## src/rtl/riscv_cache_pkg.sv

```systemverilog
// Purpose: shared widths, refill FSM state type, cache line layout and address helpers.
// Latency: n/a (types and pure functions only).
// Backpressure: n/a.
package riscv_cache_pkg;

    // Address layout: A[15:8] tag, A[7:4] index, A[3:2] word, A[1:0] byte
    localparam int ADDR_WIDTH     = 16;
    localparam int DATA_WIDTH     = 32;
    localparam int TAG_WIDTH      = 8;
    localparam int INDEX_WIDTH    = 4;
    localparam int WORDS_PER_LINE = 4;
    localparam int BEAT_WIDTH     = 2;
    localparam int LINE_WIDTH     = 1 + TAG_WIDTH + WORDS_PER_LINE * DATA_WIDTH;

    localparam int WORD_LSB       = 2;
    localparam int INDEX_LSB      = 4;
    localparam int TAG_LSB        = 8;

    // Clears the word and byte offset, leaving the line base address
    localparam logic [ADDR_WIDTH-1:0] LINE_MASK = ~ADDR_WIDTH'(16'h000F);

    typedef enum logic [1:0] {
        ST_IDLE  = 2'd0,
        ST_FETCH = 2'd1,
        ST_FILL  = 2'd2
    } refill_state_e;

    // Packed so the flattened layout is {valid, tag, w3, w2, w1, w0}
    typedef struct packed {
        logic                                       valid;
        logic [TAG_WIDTH-1:0]                       tag;
        logic [WORDS_PER_LINE-1:0][DATA_WIDTH-1:0]  word;
    } cache_line_t;

    function automatic logic [TAG_WIDTH-1:0] addr_tag(input logic [ADDR_WIDTH-1:0] a);
        return TAG_WIDTH'(a >> TAG_LSB);
    endfunction

    function automatic logic [INDEX_WIDTH-1:0] addr_index(input logic [ADDR_WIDTH-1:0] a);
        return INDEX_WIDTH'(a >> INDEX_LSB);
    endfunction

    function automatic logic [BEAT_WIDTH-1:0] addr_word(input logic [ADDR_WIDTH-1:0] a);
        return BEAT_WIDTH'(a >> WORD_LSB);
    endfunction

    // Word-aligned address of one beat within the line containing a
    function automatic logic [ADDR_WIDTH-1:0] beat_addr(input logic [ADDR_WIDTH-1:0] a,
                                                        input logic [BEAT_WIDTH-1:0] beat);
        return (a & LINE_MASK) | {{(ADDR_WIDTH-BEAT_WIDTH-WORD_LSB){1'b0}}, beat, 2'b00};
    endfunction

endpackage

```

## src/rtl/refill_line_buf.sv

```systemverilog
// Purpose: holds the words of a line being refilled, written one beat at a time.
// Latency: write visible on words the cycle after we.
// Backpressure: none; accepts a write every cycle.
module refill_line_buf
    import riscv_cache_pkg::*;
(
    input  logic                                      clk,
    input  logic                                      rst,
    input  logic                                      we,
    input  logic [BEAT_WIDTH-1:0]                     widx,
    input  logic [DATA_WIDTH-1:0]                     wdata,
    output logic [WORDS_PER_LINE-1:0][DATA_WIDTH-1:0] words
);

    // Reset clears the whole buffer so an aborted fill leaves nothing behind
    always_ff @(posedge clk) begin
        if (rst) begin
            words <= '0;
        end else if (we) begin
            words[widx] <= wdata;
        end
    end

endmodule

```

## src/rtl/cache_refill_ctrl.sv

```systemverilog
// Purpose: fetches a missing 4-word line over req/ack and writes it into the cache (CACHE_REFILL_CWF_EN selects critical-word-first).
// Latency: fill_we one cycle after the 4th mem_ack; zero-wait miss at cycle 0 fills at cycle 5.
// Backpressure: holds mem_req/mem_addr until mem_ack; stalls the pipeline for the whole refill.
module cache_refill_ctrl
    import riscv_cache_pkg::*;
(
    input  logic                   clk,
    input  logic                   rst,
    input  logic                   miss_valid,
    input  logic [ADDR_WIDTH-1:0]  miss_addr,
    output logic                   stall,
    output logic                   mem_req,
    output logic [ADDR_WIDTH-1:0]  mem_addr,
    input  logic                   mem_ack,
    input  logic [DATA_WIDTH-1:0]  mem_rdata,
    output logic                   fill_we,
    output logic [INDEX_WIDTH-1:0] fill_index,
    output logic [LINE_WIDTH-1:0]  fill_line,
    output logic [DATA_WIDTH-1:0]  fill_word,
    output logic                   fill_word_valid
);

    refill_state_e                             state;
    logic [ADDR_WIDTH-1:0]                     addr_q;
    logic [BEAT_WIDTH-1:0]                     beat;
    logic [BEAT_WIDTH-1:0]                     beat_inc;
    logic [BEAT_WIDTH-1:0]                     acks;
    logic [BEAT_WIDTH-1:0]                     start_beat;
    logic                                      buf_we;
    logic [WORDS_PER_LINE-1:0][DATA_WIDTH-1:0] buf_words;
    cache_line_t                               line_next;
    cache_line_t                               fill_line_q;

    // Critical word first starts at the missing word and wraps; otherwise start at word 0
`ifdef CACHE_REFILL_CWF_EN
    assign start_beat = addr_word(miss_addr);
`else
    assign start_beat = '0;
`endif

    assign beat_inc  = beat + 2'd1;
    assign buf_we    = (state == ST_FETCH) && mem_ack;
    assign fill_line = fill_line_q;

    // The pipeline only sees the miss level while idle; any busy state holds it
    assign stall = (state == ST_IDLE) ? miss_valid : 1'b1;

    refill_line_buf u_line_buf (
        .clk   (clk),
        .rst   (rst),
        .we    (buf_we),
        .widx  (beat),
        .wdata (mem_rdata),
        .words (buf_words)
    );

    // Complete line as it will look once the current beat lands, so the last ack can register it directly
    always_comb begin
        line_next            = '0;
        line_next.valid      = 1'b1;
        line_next.tag        = addr_tag(addr_q);
        line_next.word       = buf_words;
        line_next.word[beat] = mem_rdata;
    end

    // Refill FSM: IDLE -> FETCH (4 beats) -> FILL -> IDLE, all outputs registered
    always_ff @(posedge clk) begin
        if (rst) begin
            state           <= ST_IDLE;
            addr_q          <= '0;
            beat            <= '0;
            acks            <= '0;
            mem_req         <= 1'b0;
            mem_addr        <= '0;
            fill_we         <= 1'b0;
            fill_index      <= '0;
            fill_line_q     <= '0;
            fill_word       <= '0;
            fill_word_valid <= 1'b0;
        end else begin
            fill_we         <= 1'b0;
            fill_word_valid <= 1'b0;
            case (state)
                ST_IDLE: begin
                    if (miss_valid) begin
                        addr_q   <= miss_addr;
                        beat     <= start_beat;
                        acks     <= '0;
                        mem_req  <= 1'b1;
                        mem_addr <= beat_addr(miss_addr, start_beat);
                        state    <= ST_FETCH;
                    end
                end
                ST_FETCH: begin
                    if (mem_ack) begin
                        beat <= beat_inc;
                        acks <= acks + 2'd1;
`ifdef CACHE_REFILL_CWF_EN
                        // First beat is the requested word: hand it to the pipeline early
                        if (acks == 2'd0) begin
                            fill_word       <= mem_rdata;
                            fill_word_valid <= 1'b1;
                        end
`endif
                        if (acks == 2'd3) begin
                            mem_req     <= 1'b0;
                            fill_we     <= 1'b1;
                            fill_index  <= addr_index(addr_q);
                            fill_line_q <= line_next;
`ifndef CACHE_REFILL_CWF_EN
                            fill_word       <= line_next.word[addr_word(addr_q)];
                            fill_word_valid <= 1'b1;
`endif
                            state       <= ST_FILL;
                        end else begin
                            mem_addr <= beat_addr(addr_q, beat_inc);
                        end
                    end
                end
                ST_FILL: begin
                    state <= ST_IDLE;
                end
                default: begin
                    state <= ST_IDLE;
                end
            endcase
        end
    end

endmodule
```

## config.mk

```make
export PLATFORM = sky130hd
export DESIGN_NAME = cache_refill_ctrl
export DESIGN_NICKNAME = d
export VERILOG_FILES = /design/src/rtl/riscv_cache_pkg.sv /design/src/rtl/refill_line_buf.sv /design/src/rtl/cache_refill_ctrl.sv
export SDC_FILE = /design/constraint.sdc
export NUM_CORES = 1
export LEC_CHECK = 0
export ABC_AREA = 1
export BUFFER_PORTS_ARGS = -buffer_cell sky130_fd_sc_hd__buf_2
export CAP_MARGIN = 20
export CORE_ASPECT_RATIO = 1.5
export CORE_MARGIN = 4
export CORE_UTILIZATION = 45
export CTS_CLUSTER_DIAMETER = 50
export DETAILED_ROUTE_END_ITERATION = 7
export GPL_TIMING_DRIVEN = 0
export PLACE_DENSITY = 0.76
export SLEW_MARGIN = 20
export SYNTH_ARGS = -nofsm -noshare
export SYNTH_HDL_FRONTEND = slang
export SYNTH_SLANG_ARGS = --single-unit
export TNS_END_PERCENT = 20
```

## constraint.sdc

```tcl
create_clock -name clk -period 2 [get_ports clk]
set_input_delay 0.1 -clock clk [delete_from_list [all_inputs] [get_ports clk]]
set_output_delay 0.1 -clock clk [all_outputs]
set_load 0.03 [all_outputs]
```

-- Word-level counts from Yosys, hierarchy flattened
Cells that the tools add are included.
- register bits after elaboration: 341
- latch bits: 0
- RAM bits: 0
- memory bits (read-only): 0
- input port bits: 52
- output and inout bits: 193
- word-level logic and storage cells: 68
- memories kept: 0
- add/subtract/negate cells: 2
- multipliers: 0
- divide/modulo/power cells: 0
- $lt $le $gt $ge: 3
- equal/unequal tests: 6
- shifts and indexed selects: 0
- mux-type cells: 24
- bitwise gates (word level): 3
- reductions and logical operators: 11
- operators with widths (operator ; number):
    bitwise mux 128 bit ; 1
    binary-select mux 32 bit (select 2 bit) ; 1
    demux 32 bit (select 2 bit) ; 1
    two-way mux 32 bit ; 2
    two-way mux 16 bit ; 3
    one-hot mux 16 bit (2 select lines) ; 1
    OR 16 x 4 -> 16 bit ; 1
    two-way mux 2 bit ; 6
    one-hot mux 2 bit (2 select lines) ; 3
    AND reduction 3 bit ; 3
    AND reduction 4 bit ; 2
    less-than comparator 2 x 3 -> 1 bit, second input constant ; 2
    != test 2 bit, second input constant ; 3
    two-way mux 1 bit ; 5
    adder 2 x 1 -> 2 bit, second input constant ; 2
    OR reduction 3 bit ; 1
    equality test 2 x 1 -> 1 bit, second input constant ; 1
    equality test 2 bit, second input constant ; 1
    >= comparator 2 x 1 -> 1 bit, second input constant ; 1
    logical AND 1 bit ; 2
    zero test 2 bit ; 1
    != test 2 x 1 -> 1 bit, second input constant ; 1
    inverter 1 bit ; 2
    one-hot mux 1 bit (2 select lines) ; 1
    2 further kinds ; 2

-- Logic depth before layout (Yosys ltp)
- depth after elaboration: 7
- gate-level depth with buffers: 11

-- Modules after synthesis
From an unflattened synthesis, not the netlist that was laid out.
- cells, all modules: 2504
- area, all modules: 15708.8 µm²
- by module, submodules not included (module ; times used ; cells an instance ; area an instance (µm²)):
    cache_refill_ctrl ; 1 ; 1684 ; 10411.2
    refill_line_buf ; 1 ; 820 ; 5297.6

-- Worst setup path before layout
Ideal clock, no wire load.
- kind: register to register
- start point: reg beat[0]
- end point: reg fill_word[24]
- data arrival time: 1575 ps
- data required time: 1944 ps
- path slack: 369 ps
- stages on the path, launching flop included: 12
- path through: dfxtp_1 -> inv_1 -> ha_1 -> clkbuf_1 -> inv_1 -> clkbuf_1 -> nand2_1 -> nand3_1 -> nand3_1 -> nand3_1 -> nand2_1 -> inv_1
- longest elaborated chain between the ends: 7
- ends and longest elaborated chain (what ; line ; source):
    start, declared ; cache_refill_ctrl.sv:25 ; logic [BEAT_WIDTH-1:0] beat;
    start signal, assigned ; cache_refill_ctrl.sv:87 ; beat <= start_beat;
    start signal, assigned ; cache_refill_ctrl.sv:96 ; beat <= beat_inc;
    less-than comparator 2 x 3 -> 1 bit (implied by the code) / >= comparator 2 x 1 -> 1 bit (equally long branches) ; cache_refill_ctrl.sv:63 ; line_next.word[beat] = mem_rdata;
    logical AND 1 bit (implied by the code) ; cache_refill_ctrl.sv:63 ;
    two-way mux 32 bit (implied by the code) ; cache_refill_ctrl.sv:63 ;
    demux 32 bit (select 2 bit) (*) ; n/a ;
    bitwise mux 128 bit (*) ; cache_refill_ctrl.sv:63 ;
    binary-select mux 32 bit (select 2 bit) (*) ; cache_refill_ctrl.sv:111 ; fill_word <= line_next.word[addr_word(addr_q)];
    two-way mux 32 bit (implied by the code) (*) ; cache_refill_ctrl.sv:111 ;
    end signal, assigned ; cache_refill_ctrl.sv:111 ;
    end, declared ; cache_refill_ctrl.sv:19 ; output logic [DATA_WIDTH-1:0] fill_word,
Every way passes the cells marked *; elsewhere a longest branch is shown, timed or not. The select of a mux whose other input is x is not followed.
A chain may end at the register's enable or synchronous reset.

-- Final worst setup path
- start point: reg beat[1]
- end point: reg fill_word[22]
Same word-level chain as after synthesis.

==> results.cfg <==
[status]
outcome = finished clean

[floorplan]
die_x_microns = 156
ios = 245
num_rows = 81
initial_core_util_pct = 45.4
die_height_microns = 230
core_area_sq_um = 32500
dieArea_sq_um = 35800

[timing]
finClkSkew_ns = 0.0163
finalCritPeriodShare_pct = 99.5
finalSetupViolCount = 0
finalHoldViolCount = 0
slew_viol_final = 0
rsz0062_at_grt = yes
slew_headroom_pct = 23.0
worst_slew_pin_slew_ns = 1.15
period_needed_ns = 1.99
hold_slack_ns = 0.0305
fmax_ghz = 0.503

[global_routing]
grt_pass1_vias = 15400
grt_pass1_wl_mm = 91.2
grt_max_degree = 16
overflow = 0
antenna_found_initial = 1
grt_usage_pct = 33.4

[power_and_ir_drop]
internal-power_w = 0.0114
p_clk_share_pct = 43.8
cellPowerDensity_nw_per_um2 = 887
irDropWorstVdd_mv = 0.701
leakage_nw = 7.98
p_switching_w = 0.00458
p_comb_share_pct = 13.1
fin_total_pwr_w = 0.0160
seq_power_share_pct = 43.2
p_sw_share_pct = 28.6

[drt]
vias_per_cell = 5.50
ant_nets = 0
drt_wl_total_mm = 62.0
drcViolationCount = 0
vias = 16100
first_pass_iters = 7
drt_iter0_drc = 1453
routedWlPerCell_microns = 21.1

[synth]
yosysTopAreaCell = dfxtp_1
synth_common_cells = nand2_1, dfxtp_1, a21oi_1
ys_warn_count = 0
synthCells = 2196
synth.ff_latch_count = 337
synth_flop_cell = dfxtp_1
yosys-top-cells-area = dfxtp_1, nand2_1, a21oi_1
synth.distinct_cells = 21
synth_edf_count = 0
syn_area_sq_um = 14800
synth_area_per_cell_sq_um = 6.72
yosysMostFrequentCell = nand2_1
synth-seq-area-share_pct = 45.7
synth_top_area_share_pct = 45.7
ys_async_sr_fraction_pct = 0

[placement]
gp_congestion = 1.00
place_hpwl_mm = 46.9
io_buffers = 240

[finish]
syn_to_final_growth_pct = 22.2
drive_gt1_share_pct = 16.1
layout.nets = 2552
insertedDiodeCount = 0
fill_cells = 3251

[setup_path]
cp_slowest_cell = dfxtp_1
worstSetupStartpointType = flop
cp_cell_sequence = inv_1, ha_2, inv_1, clkbuf_4, nand2_1, nand3_1, nand3_1, nand3_1, nand2_1, inv_1
cp-end-kind = flop
required_ns = 2.49
cpPeakStageDelay_ns = 0.39
critPathKind = reg2reg
cp_max_fo = 10
cp.arrival_ns = 2.48

[clock_tree]
clockRootBuffer = clkbuf_16
clock-sinks = 337
clkLatencyLatePin_ns = 0.55
cts_buffers = 37
clk_pin_slew_ns = 0.06
cts_max_level = 2
cts_tree = yes
clock_tree.buffer_depth = 3
postCtsSetupBuffers = 0

[run]
maxCapViolations = 0

[min_path]
min_path_type = in2reg
## critical path: cells and delay by family, from the launching register on
kind                     cells  cell delay, ns
buffers and inverters        4            0.69
AND/OR/NAND/NOR              5            0.60
flip-flops                   1            0.39
adder cells (fa/ha/maj)      1            0.25
## power by group through the flow
stage	Clock (W)	Sequential [W]	Combinational, W
after global placement	0	0.00705	0.00196
after detailed placement	0	0.00705	0.00196
after global routing	0.00734	0.00692	0.00221
final	0.00700	0.00691	0.00209
after CTS	0.00708	0.00691	0.00204
after floorplan	0	0.00710	0.00107
## through the flow
step,setup WS [ns],TNS (ns),instance area (sq um),instances,utilization (%)
after floorplan,0.369,0,14800,2197,-
after global placement,-0.742,-47.38,16500,2852,50.7
after detailed placement,-0.723,-49.00,16500,2852,50.7
after CTS,0.0247,0,18000,2934,55.4
after global routing,-0.0431,-0.101,18000,2934,55.4
final,0.0103,0,18000,2934,55.4
## area by class of cell
type	count	area (sq um)	share of cell area, %
Buffer	161	882	4.89
Clock buffer	46	1020	5.67
Clock inverter	18	204	1.13
Inverter	63	236	1.31
Multi-Input combinational cell	1632	7010	38.8
Sequential cell	337	6750	37.4
Tap cell	415	519	2.88
Timing Repair Buffer	262	1420	7.88
## sequential cells by signal, summed over array words and instances, names as in the netlist
signal	flops
fill_index	4
mem_addr	14
acks	2
beat	2
fill_word	32
fill_line	137
u_line_buf.words	128
addr_q	14
fill_word_valid	1
state	2
mem_req	1
## metal layers
metal	global-route usage (%)	vias up	wire length, microns	share of wire [%]
li1	-	7691	-	-
met4	22.5	2	5070	8.2
met2	54.5	750	28400	46
met1	39.7	7516	23300	38
met5	0	-	13	0.021
met3	5.91	187	5140	8.3
## path summary, 6_finish.rpt
check	start	endpoint	slack (ns)	cells past startpoint
max	beat[1]	fill_word[22]	0.01	10
max reg2reg	beat[1]	fill_word[22]	0.01	10
min	mem_rdata[20]	u_line_buf.words[20]	0.03	3
min reg2reg	fill_line[36]	fill_line[36]	0.46	2
## placed cells by master (no fill, tap or decap), drive strengths merged, types with 12 or more instances in the layout
master	n
o21ai	73
nand3	238
dfxtp	337
nand2	998
clkbuf	133
a21oi	291
dlygate4sd3	22
buf	313
inv	66
a31oi	12
## kinds of logic (layout without fill, tap and decap cells)
| family | count (synthesis) | in the layout | share of synthesized area [%] |
|---|---|---|---|
| flops | 337 | 337 | 45.7 |
| other cells | 1 | 2 | 0.0254 |
| fa+ha+maj | 6 | 6 | 0.508 |
| compound gates | 377 | 377 | 12.9 |
| buf+inv | 228 | 550 | 7.08 |
| simple gates | 1247 | 1247 | 33.8 |
## repair_timing
action / 4_1_cts / 5_1_grt
setup endpoints to repair: 258 / 28
resized for setup: 48 / 20
hold buffers: 22 / 0
hold endpoints to repair: 33 / 0
pin swaps: 0 / 0
(Power assumes the default switching activity.)
